**src/rtl/bcd_countdown_ctrl.sv**
```systemverilog
// Two-digit BCD countdown timer controller: prescaler, load/start/pause/done
// sequencing and the tens/ones digit registers feeding the display path.
module bcd_countdown_ctrl #(
    parameter int TICK_DIV = 100_000_000,
    parameter int PCNT_W   = 27
) (
    input  logic       clk,
    input  logic       rst,
    input  logic       load,
    input  logic       start,
    input  logic       pause,
    input  logic [3:0] preset_tens,
    input  logic [3:0] preset_ones,
    output logic [3:0] tens,
    output logic [3:0] ones,
    output logic       tick,
    output logic       busy,
    output logic       done,
    output logic [1:0] state
);

    typedef enum logic [1:0] {
        ST_IDLE  = 2'd0,
        ST_RUN   = 2'd1,
        ST_PAUSE = 2'd2,
        ST_DONE  = 2'd3
    } state_t;

    localparam logic [PCNT_W-1:0] PRESC_LAST = PCNT_W'(TICK_DIV - 1);
    localparam logic [PCNT_W-1:0] PRESC_ONE  = PCNT_W'(1);
    localparam logic [PCNT_W-1:0] PRESC_ZERO = {PCNT_W{1'b0}};

    // Out-of-range preset digits saturate at 9 so the digits stay valid BCD.
    function automatic logic [3:0] clamp_bcd(input logic [3:0] d);
        if (d > 4'd9) begin
            clamp_bcd = 4'd9;
        end else begin
            clamp_bcd = d;
        end
    endfunction

    state_t            state_r, state_next_s;
    logic [3:0]        tens_r, tens_next_s;
    logic [3:0]        ones_r, ones_next_s;
    logic [3:0]        lat_tens_r, lat_tens_next_s;
    logic [3:0]        lat_ones_r, lat_ones_next_s;
    logic [PCNT_W-1:0] presc_r, presc_next_s;
    logic              tick_r, tick_next_s;
    logic [3:0]        dec_tens_s, dec_ones_s;
    logic [3:0]        cap_tens_s, cap_ones_s;

    assign cap_tens_s = clamp_bcd(preset_tens);
    assign cap_ones_s = clamp_bcd(preset_ones);

    // State, digit, latched-preset, prescaler and tick registers.
    always_ff @(posedge clk or posedge rst) begin
        if (rst) begin
            state_r    <= ST_IDLE;
            tens_r     <= 4'd0;
            ones_r     <= 4'd0;
            lat_tens_r <= 4'd0;
            lat_ones_r <= 4'd0;
            presc_r    <= PRESC_ZERO;
            tick_r     <= 1'b0;
        end else begin
            state_r    <= state_next_s;
            tens_r     <= tens_next_s;
            ones_r     <= ones_next_s;
            lat_tens_r <= lat_tens_next_s;
            lat_ones_r <= lat_ones_next_s;
            presc_r    <= presc_next_s;
            tick_r     <= tick_next_s;
        end
    end

    // One-step BCD decrement that borrows from tens and saturates at 00.
    always_comb begin
        dec_tens_s = tens_r;
        dec_ones_s = ones_r;
        if (ones_r != 4'd0) begin
            dec_ones_s = ones_r - 4'd1;
        end else if (tens_r != 4'd0) begin
            dec_ones_s = 4'd9;
            dec_tens_s = tens_r - 4'd1;
        end else begin
            dec_ones_s = 4'd0;
            dec_tens_s = 4'd0;
        end
    end

    // Next-state and datapath update; load beats start beats pause.
    always_comb begin
        state_next_s    = state_r;
        tens_next_s     = tens_r;
        ones_next_s     = ones_r;
        lat_tens_next_s = lat_tens_r;
        lat_ones_next_s = lat_ones_r;
        presc_next_s    = presc_r;
        tick_next_s     = 1'b0;
        case (state_r)
            ST_IDLE: begin
                if (load) begin
                    tens_next_s     = cap_tens_s;
                    ones_next_s     = cap_ones_s;
                    lat_tens_next_s = cap_tens_s;
                    lat_ones_next_s = cap_ones_s;
                end else if (start) begin
                    presc_next_s = PRESC_ZERO;
                    if ((tens_r == 4'd0) && (ones_r == 4'd0)) begin
                        state_next_s = ST_DONE;
                    end else begin
                        state_next_s = ST_RUN;
                    end
                end else begin
                    state_next_s = ST_IDLE;
                end
            end
            ST_RUN: begin
                // A simultaneous load or start masks pause even though both are ignored here.
                if (pause && !load && !start) begin
                    state_next_s = ST_PAUSE;
                end else if (presc_r == PRESC_LAST) begin
                    presc_next_s = PRESC_ZERO;
                    tick_next_s  = 1'b1;
                    tens_next_s  = dec_tens_s;
                    ones_next_s  = dec_ones_s;
                    if ((dec_tens_s == 4'd0) && (dec_ones_s == 4'd0)) begin
                        state_next_s = ST_DONE;
                    end else begin
                        state_next_s = ST_RUN;
                    end
                end else begin
                    presc_next_s = presc_r + PRESC_ONE;
                end
            end
            ST_PAUSE: begin
                if (load) begin
                    tens_next_s     = cap_tens_s;
                    ones_next_s     = cap_ones_s;
                    lat_tens_next_s = cap_tens_s;
                    lat_ones_next_s = cap_ones_s;
                    presc_next_s    = PRESC_ZERO;
                    state_next_s    = ST_IDLE;
                end else if (start || pause) begin
                    state_next_s = ST_RUN;
                end else begin
                    state_next_s = ST_PAUSE;
                end
            end
            ST_DONE: begin
                if (load) begin
                    tens_next_s     = cap_tens_s;
                    ones_next_s     = cap_ones_s;
                    lat_tens_next_s = cap_tens_s;
                    lat_ones_next_s = cap_ones_s;
                    presc_next_s    = PRESC_ZERO;
                    state_next_s    = ST_IDLE;
                end else if (start) begin
                    tens_next_s  = lat_tens_r;
                    ones_next_s  = lat_ones_r;
                    presc_next_s = PRESC_ZERO;
                    if ((lat_tens_r == 4'd0) && (lat_ones_r == 4'd0)) begin
                        state_next_s = ST_DONE;
                    end else begin
                        state_next_s = ST_RUN;
                    end
                end else begin
                    state_next_s = ST_DONE;
                end
            end
            default: begin
                state_next_s = ST_IDLE;
                presc_next_s = PRESC_ZERO;
            end
        endcase
    end

    // Status flags decoded straight from the state register.
    always_comb begin
        busy = 1'b0;
        done = 1'b0;
        case (state_r)
            ST_IDLE:  begin busy = 1'b0; done = 1'b0; end
            ST_RUN:   begin busy = 1'b1; done = 1'b0; end
            ST_PAUSE: begin busy = 1'b1; done = 1'b0; end
            ST_DONE:  begin busy = 1'b0; done = 1'b1; end
            default:  begin busy = 1'b0; done = 1'b0; end
        endcase
    end

    assign tens  = tens_r;
    assign ones  = ones_r;
    assign tick  = tick_r;
    assign state = state_r;

endmodule

```
**config.mk**
```make
export PLATFORM = sky130hd
export DESIGN_NAME = bcd_countdown_ctrl
export DESIGN_NICKNAME = d
export VERILOG_FILES = /design/src/rtl/bcd_countdown_ctrl.sv
export SDC_FILE = /design/constraint.sdc
export NUM_CORES = 1
export LEC_CHECK = 0
export BUFFER_PORTS_ARGS = -buffer_cell sky130_fd_sc_hd__buf_2
export CAP_MARGIN = 20
export CORE_AREA = 5 5 114 73
export DETAILED_ROUTE_END_ITERATION = 16
export DIE_AREA = 0 0 119 78
export GPL_ROUTABILITY_DRIVEN = 1
export PLACE_DENSITY = 0.66
export SLEW_MARGIN = 40
export SYNTH_ARGS = -nofsm -noshare
export SYNTH_HDL_FRONTEND = slang
export SYNTH_SLANG_ARGS = --single-unit
export TNS_END_PERCENT = 1
```
**constraint.sdc**
```tcl
create_clock -name clk -period 6.3 [get_ports clk]
set_input_delay 0.315 -clock clk [delete_from_list [all_inputs] [get_ports clk]]
set_output_delay 0.315 -clock clk [all_outputs]
set_load 0.05 [all_outputs]
```
==> flow_summary.yaml <==
setup_path:
  worst-setup-path-type: "flip-flop to flip-flop"
  cp_slowest_cell: "ha_1"
  cp_data_arrival_time_ns: 3.04
  worstSetupStartpointType: "flip-flop"
  path_delay_family: "buffers and inverters"
  cp_max_fo: 35
  end_kind: "flip-flop"
  path_cells: "inv_1, ha_1, inv_1, a211oi_4, buf_4, nand2_1, o21ai_0"
  cp_slowest_stage_delay_ns: 0.68
  crit_buf_inv: 3
  critPathRequiredTime_ns: 6.50
  path_common_cell: "inv_1"
final_layout:
  final_cells: 468
  antenna_cells: 0
  fin_nets: 395
  drive_above_1_share_pct: 17.0
  fillCellCount: 649
  areaGrowthSynthToFinish_pct: 11.5
timing:
  setup_tns_ns: 0
  finalClockSkew_ns: 0.00290
  timing.final.crit_share_pct: 45.1
  setup_violations: 0
  slew_violations: 0
  hold_viol_final: 0
  worstMarginPinSlew_ns: 0.802
  max_freq_mhz: 352
  fin_crit_ns: 2.84
  slew_headroom_pct: 46.5
  rsz0062_at_grt: "false"
synth:
  synthCells: 361
  synth_cell_types: 56
  synth_seq_cells: 46
  ys_warn_count: 0
  async_reset_ff_share_pct: 100
  seq_area_frac_synth_pct: 36.9
  syn_area_per_cell_um2: 8.65
  syn_area_um2: 3120
  synth_nets: 380
  synthFlopType: "dfrtp_1"
  synth-edff-count: 0
route:
  dr.pass1.iters: 5
  avgRoutedWirePerCell_um: 17.1
  viasPerCell: 6.14
  drc_errors: 0
  via_count: 2874
  antenna_left: 0
  drtIter0Drc: 289
  routed_wirelength_um: 7980
clocking:
  cts_sinks: 46
  htree_levels: 2
  cts_tree: "yes"
  post-cts-setup-buffers: 0
  clk_pin_slew_worst_paths_ns: 0.06
  clk_latency_ns: 0.28
  clock_path_buffers: 2
  hold_buffers: 0
  root_buffer: "clkbuf_16"
  ctsResizeCount: 0
  cts_buffers: 5
power_and_ir_drop:
  p_leak_uw: 0.00143
  seqPwrFrac_pct: 30.4
  pwr_density_cell_nw_per_um2: 401
  switching_share_pct: 46.6
  clkPwrFrac_pct: 19.0
  p_comb_share_pct: 50.6
  p_switching_uw: 651
  irDropWorstVdd_mv: 0.170
  intPower_uw: 747
floorplanning:
  num_rows: 24
  die_h_um: 78
  coreArea_um2: 7090
  initial_core_util_pct: 44.1
  fp.dieW_um: 119
  ioPinCount: 26
  die-area_um2: 9280
grt:
  grt_overflow: 0
  grt_pass1_wl_um: 13100
  grt_antenna_before_repair: 0
  grt_use_total_pct: 17.2
  grt_pass1_vias: 2485
  grt_max_degree: 47
placement:
  hpwl_um: 5560
  dp.cells: 460
  numPortBuffers: 25
  gp_congestion: 0.897
worst_hold_path:
  hp-class: "primary input to async pin"
status:
  status: "finished, final reports clean"
job:
  cap_violations: 0
==> flip-flops by register name, indices dropped and copies added, names as in the netlist <==
name,flops
lat_ones_r,4
lat_tens_r,4
ones,4
presc_r,27
state,2
tens,4
tick,1
==> cells in the mapped netlist, types with 2 or more instances <==
cell      instances  area [um^2]
o22ai_1           7         43.8
or4_4             2         22.5
a21oi_1          16         80.1
ha_1              6         75.1
nand2_1          27          101
xor2_1            4         35.0
a22o_2            3         30.0
o21ai_0          23          115
a21o_1            2         15.0
nor3_1            3         15.0
and2_1           10         62.6
nor4_1            6         37.5
and4_1            2         17.5
inv_1            25         93.8
clkbuf_1         19         71.3
nor2_1           10         37.5
nand2b_1          7         43.8
nand3_1          20          100
nand4_1          15         93.8
or3b_2            2         17.5
nor3b_1           2         15.0
a31oi_1          26          163
a221oi_1          3         26.3
mux2_2           11          124
nand4b_1          2         17.5
nor2b_1           4         25.0
nand3b_1          5         37.5
or3_1             5         31.3
dfrtp_1          46         1150
o21bai_1          3         22.5
o211ai_1          5         37.5
and3_1            8         50.1
mux2i_1           9         90.1
==> cell type report <==
class                      instances  area (um^2)  share of cell area [%]
clock buffer                       7          143                    4.10
clock inverter                     1         5.00                   0.144
inverter                          25         96.3                    2.77
multi-input combinational        269         1820                    52.2
sequential                        46         1150                    33.1
tap                               91          114                    3.27
timing repair buffer              29          155                    4.46
==> path summary, 6_finish.rpt <==
kind,from,to,slack [ns],cells past startpoint
min,rst,tick,0.1,2
max,state[1],presc_r[0],3.46,7
max in group asynchronous,rst,tens[0],5.81,2
min in group clk,preset_ones[3],lat_ones_r[3],0.35,2
min reg2reg,presc_r[26],presc_r[26],0.47,1
max reg2reg,state[1],presc_r[0],3.46,7
==> cells by family after synthesis <==
| group | Yosys count | synth area share, % |
|---|---|---|
| simple gates | 135 | 24.7 |
| buf+inv | 46 | 5.77 |
| xor+xnor | 5 | 1.40 |
| mux | 22 | 7.70 |
| flops | 46 | 36.9 |
| compound gates | 101 | 21.2 |
| fa+ha+maj | 6 | 2.40 |
==> power by group through the flow <==
stage	logic, uW	clock network, uW	registers (uW)
4_1_cts	695	275	423
3_5_place_dp	693	0	429
2_1_floorplan	455	0	504
6_report	707	265	425
3_3_place_gp	690	0	425
5_1_grt	764	285	436
==> metrics by stage <==
step	utilization (%)	setup slack [ns]	instance area, um^2	total power, uW	hold slack, ns
after CTS	49.1	3.49	3480	1390	0.120
final	49.1	3.46	3480	1400	0.0953
after global routing	49.1	3.23	3480	1480	0.152
after detailed placement	47.0	3.49	3330	1120	0.426
after floorplan	-	3.88	3120	959	0.443
after global placement	46.8	3.61	3320	1110	0.456
==> layout by cell type (no fill, tap or decap), types with 8 or more instances in the layout <==
cell      n
a21oi_1  16
and3_1    8
a31oi_1  26
mux2_2   11
mux2i_1   9
nor2_1   10
nand3_1  20
nand4_1  15
dfrtp_1  46
inv_1    24
and2_1   10
o21ai_0  23
nand2_1  27
buf_2    25
==> routing by layer <==
layer	part of all wire, %	GRT usage [%]
met1	53	28.8
met2	39	21.4
met3	7.9	3.49
met4	0.83	4.39
met5	0	0
No activity file was read; power rests on OpenSTA's default activity.
